$ cat src/rtl/crossing_pkg.sv
// crossing_pkg: shared types and constants for the level-crossing arbiter.
//   state_e     - controller states
//   cancela_e   - barrier motor command codes
//   semaforo_e  - warning light codes
//   GRANT_E/W   - bit positions of the east/west owner in the grant vector
package crossing_pkg;

  typedef enum logic [2:0] {
    ST_IDLE,
    ST_WARN,
    ST_LOWER,
    ST_CLOSED,
    ST_RAISE,
    ST_FAULT
  } state_e;

  typedef enum logic [1:0] {
    CAN_STOP  = 2'b00,
    CAN_LOWER = 2'b01,
    CAN_RAISE = 2'b10
  } cancela_e;

  typedef enum logic [1:0] {
    SEM_OFF = 2'b00,
    SEM_RED = 2'b01
  } semaforo_e;

  localparam int GRANT_E = 0;
  localparam int GRANT_W = 1;

  // Round-robin pick: a lone request wins; on a tie the direction opposite
  // the last grant wins.
  function automatic logic pick_east(input logic req_e, input logic req_w,
                                     input logic last_west);
    return req_e && (!req_w || last_west);
  endfunction

  function automatic logic [1:0] grant_onehot(input logic east);
    return east ? 2'b01 : 2'b10;
  endfunction

endpackage

$ cat src/rtl/crossing_if.sv
// crossing_if: train sensors, barrier limit switches and controller outputs.
//   req_e/req_w       train approaching (entry sensors)
//   clear_e/clear_w   train has passed the exit sensor
//   gate_down/gate_up barrier limit switches
//   cancela           motor command (00 stop, 01 lower, 10 raise)
//   semaforo          light (00 off, 01 red)
//   grant             one-hot owner ([0] east, [1] west)
//   fault             sticky motor-timeout indication
// modport master: environment side; modport slave: controller side.
interface crossing_if;
  logic       req_e;
  logic       req_w;
  logic       clear_e;
  logic       clear_w;
  logic       gate_down;
  logic       gate_up;
  logic [1:0] cancela;
  logic [1:0] semaforo;
  logic [1:0] grant;
  logic       fault;

  modport master (
    output req_e, req_w, clear_e, clear_w, gate_down, gate_up,
    input  cancela, semaforo, grant, fault
  );

  modport slave (
    input  req_e, req_w, clear_e, clear_w, gate_down, gate_up,
    output cancela, semaforo, grant, fault
  );
endinterface

$ cat src/rtl/crossing_timer.sv
// crossing_timer: loadable down-counter used for warning and motor timeouts.
//   clk, reset  clock, synchronous active-low reset
//   load        reload the counter with value (wins over en)
//   value       reload value
//   en          decrement while non-zero
//   expired     count is zero
module crossing_timer #(
  parameter int W = 4
) (
  input  logic         clk,
  input  logic         reset,
  input  logic         load,
  input  logic [W-1:0] value,
  input  logic         en,
  output logic         expired
);

  logic [W-1:0] count_q;

  // NOTE: clocked state is written with <= so every register samples the
  // pre-edge values; = here would create order-dependent simulation.
  always_ff @(posedge clk) begin
    if (!reset) begin
      count_q <= '0;
    end else if (load) begin
      count_q <= value;
    end else if (en && count_q != '0) begin
      count_q <= count_q - W'(1);
    end
  end

  assign expired = (count_q == '0);

endmodule

$ cat src/rtl/crossing_arbiter.sv
// crossing_arbiter: two-track level-crossing controller. Grants the crossing
// to one direction, warns, lowers the barrier, hands over to a pending
// opposite train while closed, raises, and latches a fault on motor timeout.
//   clk    single clock, rising edge
//   reset  synchronous active-low reset
//   bus    crossing_if.slave (sensors in, motor/light/grant/fault out)
// Optional feature: define CROSSING_BLINK_EN to blink the light in WARN and
// FAULT with half-period BLINK_CYCLES; otherwise the light is steady red.
module crossing_arbiter
  import crossing_pkg::*;
#(
  parameter int WARN_CYCLES  = 4,
  parameter int MOVE_TIMEOUT = 8,
  parameter int BLINK_CYCLES = 2
) (
  input  logic       clk,
  input  logic       reset,
  crossing_if.slave  bus
);

  localparam int TMAX = (WARN_CYCLES > MOVE_TIMEOUT) ? WARN_CYCLES : MOVE_TIMEOUT;
  localparam int TW   = $clog2(TMAX + 1);
  // The count runs load..0 inclusive, so load N-1 for an N-cycle window.
  localparam logic [TW-1:0] WARN_LOAD = TW'(WARN_CYCLES - 1);
  localparam logic [TW-1:0] MOVE_LOAD = TW'(MOVE_TIMEOUT - 1);

  state_e     state_q, state_d;
  logic [1:0] grant_q, grant_d;
  logic       last_west_q, last_west_d;
  logic       pend_e_q, pend_e_d, pend_w_q, pend_w_d;
  logic [1:0] cancela_q, cancela_d, semaforo_q, semaforo_d;
  logic       fault_q, fault_d;
  logic       expired, east_pick, any_req, lamp_on_d;

  assign east_pick = pick_east(bus.req_e, bus.req_w, last_west_q);
  assign any_req   = bus.req_e | bus.req_w;

  crossing_timer #(.W(TW)) u_timer (
    .clk    (clk),
    .reset  (reset),
    .load   (state_d != state_q),
    .value  ((state_d == ST_WARN) ? WARN_LOAD : MOVE_LOAD),
    .en     (state_q inside {ST_WARN, ST_LOWER, ST_RAISE}),
    .expired(expired)
  );

  // NOTE: every signal gets a default before the case so no path leaves a
  // variable unassigned, which would infer a latch.
  always_comb begin
    state_d     = state_q;
    grant_d     = grant_q;
    last_west_d = last_west_q;
    pend_e_d    = pend_e_q;
    pend_w_d    = pend_w_q;

    // A request from the direction not holding the crossing is remembered.
    if (state_q inside {ST_WARN, ST_LOWER, ST_CLOSED}) begin
      if (grant_q[GRANT_E] && bus.req_w) pend_w_d = 1'b1;
      if (grant_q[GRANT_W] && bus.req_e) pend_e_d = 1'b1;
    end

    case (state_q)
      ST_IDLE, ST_RAISE: begin
        if (any_req) begin
          state_d     = (state_q == ST_IDLE) ? ST_WARN : ST_LOWER;
          grant_d     = grant_onehot(east_pick);
          last_west_d = !east_pick;
          // The loser of a tie waits as pending.
          pend_w_d    = east_pick && bus.req_w;
          pend_e_d    = !east_pick && bus.req_e;
        end else if (state_q == ST_RAISE) begin
          if (bus.gate_up) state_d = ST_IDLE;
          else if (expired) state_d = ST_FAULT;
        end
      end
      ST_WARN: if (expired) state_d = ST_LOWER;
      ST_LOWER: begin
        if (bus.gate_down) begin
          state_d = ST_CLOSED;
        end else if (expired) begin
          state_d = ST_FAULT;
          grant_d = '0;
        end
      end
      ST_CLOSED: begin
        // A same-cycle opposite request counts as pending, so check req too.
        if (grant_q[GRANT_E] && bus.clear_e) begin
          if (pend_w_q || bus.req_w) begin
            grant_d     = grant_onehot(1'b0);
            last_west_d = 1'b1;
            pend_w_d    = 1'b0;
          end else begin
            state_d = ST_RAISE;
            grant_d = '0;
          end
        end else if (grant_q[GRANT_W] && bus.clear_w) begin
          if (pend_e_q || bus.req_e) begin
            grant_d     = grant_onehot(1'b1);
            last_west_d = 1'b0;
            pend_e_d    = 1'b0;
          end else begin
            state_d = ST_RAISE;
            grant_d = '0;
          end
        end
      end
      ST_FAULT: grant_d = '0;
      default:  state_d = ST_IDLE;
    endcase

    // Outputs are registered from the next state so they line up with it.
    cancela_d  = (state_d == ST_LOWER) ? CAN_LOWER :
                 (state_d == ST_RAISE) ? CAN_RAISE : CAN_STOP;
    semaforo_d = (state_d == ST_IDLE || !lamp_on_d) ? SEM_OFF : SEM_RED;
    fault_d    = (state_d == ST_FAULT);
  end

`ifdef CROSSING_BLINK_EN
  localparam int BW = (BLINK_CYCLES > 1) ? $clog2(BLINK_CYCLES) : 1;
  logic [BW-1:0] blink_cnt_q, blink_cnt_d;
  logic          blink_on_q, blink_on_d;

  // Lamp starts lit on entry to WARN/FAULT and toggles every BLINK_CYCLES.
  always_comb begin
    blink_cnt_d = '0;
    blink_on_d  = 1'b1;
    if (state_d inside {ST_WARN, ST_FAULT} && state_d == state_q) begin
      if (blink_cnt_q == BW'(BLINK_CYCLES - 1)) begin
        blink_on_d = !blink_on_q;
      end else begin
        blink_cnt_d = blink_cnt_q + BW'(1);
        blink_on_d  = blink_on_q;
      end
    end
  end

  always_ff @(posedge clk) begin
    if (!reset) begin
      blink_cnt_q <= '0;
      blink_on_q  <= 1'b1;
    end else begin
      blink_cnt_q <= blink_cnt_d;
      blink_on_q  <= blink_on_d;
    end
  end

  assign lamp_on_d = blink_on_d;
`else
  // Steady light; any legal BLINK_CYCLES makes this constant 1.
  assign lamp_on_d = (BLINK_CYCLES > 0);
`endif

  always_ff @(posedge clk) begin
    if (!reset) begin
      state_q     <= ST_IDLE;
      grant_q     <= '0;
      last_west_q <= 1'b1;  // east wins the first tie
      pend_e_q    <= 1'b0;
      pend_w_q    <= 1'b0;
      cancela_q   <= CAN_STOP;
      semaforo_q  <= SEM_OFF;
      fault_q     <= 1'b0;
    end else begin
      state_q     <= state_d;
      grant_q     <= grant_d;
      last_west_q <= last_west_d;
      pend_e_q    <= pend_e_d;
      pend_w_q    <= pend_w_d;
      cancela_q   <= cancela_d;
      semaforo_q  <= semaforo_d;
      fault_q     <= fault_d;
    end
  end

  assign bus.cancela  = cancela_q;
  assign bus.semaforo = semaforo_q;
  assign bus.grant    = grant_q;
  assign bus.fault    = fault_q;

endmodule

$ cat src/flat_wrapper.sv
// flat-port wrapper written by rule: the top's interface ports become plain ports
module crossing_arbiter_flat import crossing_pkg::*;
#(
  parameter int WARN_CYCLES  = 4,
  parameter int MOVE_TIMEOUT = 8,
  parameter int BLINK_CYCLES = 2
)
  (clk, reset, bus_req_e, bus_req_w, bus_clear_e, bus_clear_w, bus_gate_down, bus_gate_up, bus_cancela, bus_semaforo, bus_grant, bus_fault);
  crossing_if bus_i ();
  input  logic clk;
  input  logic reset;
  input wire logic [$bits(bus_i.req_e)-1:0] bus_req_e;
  input wire logic [$bits(bus_i.req_w)-1:0] bus_req_w;
  input wire logic [$bits(bus_i.clear_e)-1:0] bus_clear_e;
  input wire logic [$bits(bus_i.clear_w)-1:0] bus_clear_w;
  input wire logic [$bits(bus_i.gate_down)-1:0] bus_gate_down;
  input wire logic [$bits(bus_i.gate_up)-1:0] bus_gate_up;
  output wire logic [$bits(bus_i.cancela)-1:0] bus_cancela;
  output wire logic [$bits(bus_i.semaforo)-1:0] bus_semaforo;
  output wire logic [$bits(bus_i.grant)-1:0] bus_grant;
  output wire logic [$bits(bus_i.fault)-1:0] bus_fault;
  assign bus_i.req_e = bus_req_e;
  assign bus_i.req_w = bus_req_w;
  assign bus_i.clear_e = bus_clear_e;
  assign bus_i.clear_w = bus_clear_w;
  assign bus_i.gate_down = bus_gate_down;
  assign bus_i.gate_up = bus_gate_up;
  assign bus_cancela = bus_i.cancela;
  assign bus_semaforo = bus_i.semaforo;
  assign bus_grant = bus_i.grant;
  assign bus_fault = bus_i.fault;
  crossing_arbiter #(.WARN_CYCLES(WARN_CYCLES), .MOVE_TIMEOUT(MOVE_TIMEOUT), .BLINK_CYCLES(BLINK_CYCLES)) u_core (.clk(clk), .reset(reset), .bus(bus_i));
endmodule
$ cat config.mk
export PLATFORM = sky130hd
export DESIGN_NAME = crossing_arbiter_flat
export DESIGN_NICKNAME = d
export VERILOG_FILES = /design/src/rtl/crossing_pkg.sv /design/src/rtl/crossing_if.sv /design/src/rtl/crossing_timer.sv /design/src/rtl/crossing_arbiter.sv /design/src/flat_wrapper.sv
export SDC_FILE = /design/constraint.sdc
export NUM_CORES = 1
export LEC_CHECK = 0
export ABC_CLOCK_PERIOD_IN_PS = 4200
export CAP_MARGIN = 10
export CORE_UTILIZATION = 24
export DETAILED_ROUTE_END_ITERATION = 16
export SLEW_MARGIN = 40
export SYNTH_ARGS = -nofsm -noshare
export SYNTH_HDL_FRONTEND = slang
export SYNTH_SLANG_ARGS = --single-unit
$ cat constraint.sdc
create_clock -name clk -period 4.2 [get_ports clk]
set_input_delay 0.63 -clock clk [delete_from_list [all_inputs] [get_ports clk]]
set_output_delay 0.63 -clock clk [all_outputs]
set_load 0.02 [all_outputs]
==> results.ini <==
[outcome]
status=finished, final reports clean

[synthesis]
synthAdderAreaFrac_pct=1.12
async_reset_ff_share_pct=0
synth_seq_area_share_pct=28.6
synthTopCellsByArea=dfxtp_1 29%, nor2_1 5.0%, o211ai_1 4.7%, o21ai_0 4.5%, buf_4 3.3%
synthCells=141
synth_compound_area_share_pct=28.3
synth_top_family_by_area=simple AND/OR/NAND/NOR gates
yosysWarnings=0
syn_avg_cell_area_sq_um=7.95
synth_top_area_share_pct=28.6
synth_edf_count=0
synth_xor_area_share_pct=2.34
yosysUniqueCellTypes=50
syn_area_sq_um=1120
syn-num-nets=150
yosysTopAreaCell=dfxtp_1
yosys-mux-area-fraction_pct=2.23
synthSimpleGateAreaFrac_pct=28.7
synth_ff_type=dfxtp_1
synth_seq_cells=16

[pwr]
p_per_area_nw_per_um2=638
ir_worst_vdd_uv=150
p_leak_uw=0.000512

[die]
rows=24
initial_core_util_pct=25.4
die_h_microns=70.3
die_w_microns=70.3
core_sq_um=4410
dieArea_sq_um=4950
pin_count=15

[cells_and_area]
antenna_cells=0
fillers=467
layout-drive-gt1-share_pct=7.33
syn2layout_area_growth_pct=16.6
stdcell_count=202
fin_area_sq_um=1310
nets=160

[sta]
fin_crit_sh_pct=56.8
fmax_mhz=419
grt_setup_unrepaired=false
min_period_ns=2.38
finalSetupViolCount=0
fin_skew_ns=0.00572
maxSlewViolCount=0
worst_slew_pin_slew_ns=0.615
tns_ns=0
relSlewSlack_pct=58.9
hold_viol=0

[clock_tree]
path_clk_slew_ns=0.07
cts_resized=0
cts_tree=done
cts.sinks=16
htree_levels=1
ctsRootBufferMaster=clkbuf_8
post_cts_buffers=0
clk_latency_ns=0.26
hold_buffers=0
cts_buffer_depth=2
cts_buffers=3

[grt]
first_global_vias=935
gr-total-overflow=0
use_met1_pct=14.6
grt_busiest_layer=met2
groute.usage.overall_pct=11.1
grt_pass1_wl_microns=4370
grt_max_degree=20
grtUsageMet3_pct=2.60
grtUsageMet2_pct=16.6
antenna_found_initial=0

[detailed_routing]
num_vias=1074
drt-pass1-iter-count=4
drc_errors=0
drt_wl_total_microns=2580
antenna_left=0
drt_iter0_drc=182
post_drt_via_cell_ratio=5.32
post_drt_wl_per_cell_microns=12.8

[setup_path]
cp_slowest_cell=clkdlybuf4s50_1
crit_required_ns=4.35
crit_type=in -> reg
start_kind=input pin
crit_fanout=11
end_kind=flip-flop
arrival_ns=2.54
critPathTopFamily=compound AO/OA/AOI/OAI gates
crit_buf_inv=1
path_cells=clkdlybuf4s50_1, nand4bb_1, o21ai_1, a2111oi_0, nor3_2, and3_1
cpPeakStageDelay_ns=0.67

[placement]
portBuffers=13
dp_cells=198
dpl-instance-area_sq_um=1250
gp_congestion=0.826
dpl.hpwl_microns=1900

[hold_path]
hp-class=reg -> reg

[run]
maxCapViolCount=0

-- cell families after synthesis --
group / after synthesis
flip-flops: 16
buffers and inverters: 16
adder cells (fa/ha/maj): 1
multiplexers: 2
other: 1
XOR/XNOR: 3
AND/OR/NAND/NOR: 57
AO/OA/AOI/OAI: 45
-- per-layer routing --
metal | vias up | share of wire (%) | routed length [microns]
li1 | 538 | - | -
met1 | 508 | 49 | 1270
met2 | 21 | 44 | 1130
met3 | 7 | 4.8 | 125
met4 | 0 | 2.2 | 57
met5 | - | 0 | 0
-- cell type report --
class	count	area, sq um	area share [%]
well taps	52	65.1	4.98
repair buffers	13	130	9.95
clock buffers	4	55.1	4.21
multi-input cells	109	707	54.1
flip-flops and latches	16	320	24.5
inverters	8	30.0	2.30
-- cell usage in the layout, fill, tap and decap left out, types with 3 or more instances in the layout --
cell type        netlist  layout
o21ai_0               10      10
nand3_1                6       6
clkbuf_8               0       4
clkdlybuf4s50_1        0      13
nand2b_1               6       6
nand2_1                6       6
nor3_1                 4       4
nor2_1                15      15
and2_1                 4       4
a21oi_1                7       7
inv_1                  8       8
a31oi_1                3       3
o211ai_1               7       7
dfxtp_1               16      16
-- cell usage after synthesis (all sizes together) (2+ instances only) --
| master | count |
|---|---|
| o211ai | 7 |
| and2 | 4 |
| o21ai | 11 |
| nor3 | 5 |
| a211oi | 2 |
| a21oi | 7 |
| xor2 | 2 |
| nand2b | 6 |
| inv | 8 |
| o211a | 2 |
| nand3 | 6 |
| buf | 7 |
| nor4 | 2 |
| nand2 | 6 |
| nor3b | 2 |
| nand4bb | 2 |
| nor2 | 15 |
| a31oi | 3 |
| and3 | 2 |
| dfxtp | 16 |
-- worst reg2reg max path: stages (launching register included) --
cell       delay (ns)
dfxtp_1          0.31
inv_1            0.09
ha_1             0.21
nor3b_1          0.54
nor3_1           0.09
a2111oi_0        0.47
nor3_2           0.16
and3_1           0.20
-- flip-flops by register name (all words and copies together) (netlist names) --
register	count
u_core.bus.cancela	2
u_core.bus.fault	1
u_core.bus.grant	2
u_core.bus.semaforo	1
u_core.last_west_q	1
u_core.pend_e_q	1
u_core.pend_w_q	1
u_core.state_q	3
u_core.u_timer.count_q	4
-- stage by stage --
stage	setup WS, ns	hold slack, ns	util (%)	power (uW)
finish	1.82	0.539	29.6	834
global placement	1.63	0.531	28.4	696
global route	1.64	0.566	29.6	897
floorplan	2.23	0.500	-	599
CTS	1.85	0.536	29.6	835
detailed placement	1.58	0.530	28.4	690
-- worst paths after layout --
| check | start | endpoint | slack, ns | depth (start not counted) |
|---|---|---|---|---|
| hold reg to reg | u_core.last_west_q$_SDFFE_PN1P_ | u_core.last_west_q$_SDFFE_PN1P_ | 0.54 | 2 |
| setup / recovery | bus_req_e | u_core.bus.cancela[0]$_SDFF_PN0_ | 1.82 | 6 |
| setup reg to reg | u_core.u_timer.count_q[0]$_SDFFE_PN0P_ | u_core.bus.cancela[0]$_SDFF_PN0_ | 2.03 | 7 |
| hold / removal | u_core.last_west_q$_SDFFE_PN1P_ | u_core.last_west_q$_SDFFE_PN1P_ | 0.54 | 2 |
-- report_power, final --
group	total, uW	internal (uW)	switching (uW)
logic	423	192	231
clock network	141	83.4	57.2
registers	270	198	71.9
total	834	474	360
No activity file was read; power rests on OpenSTA's default activity.
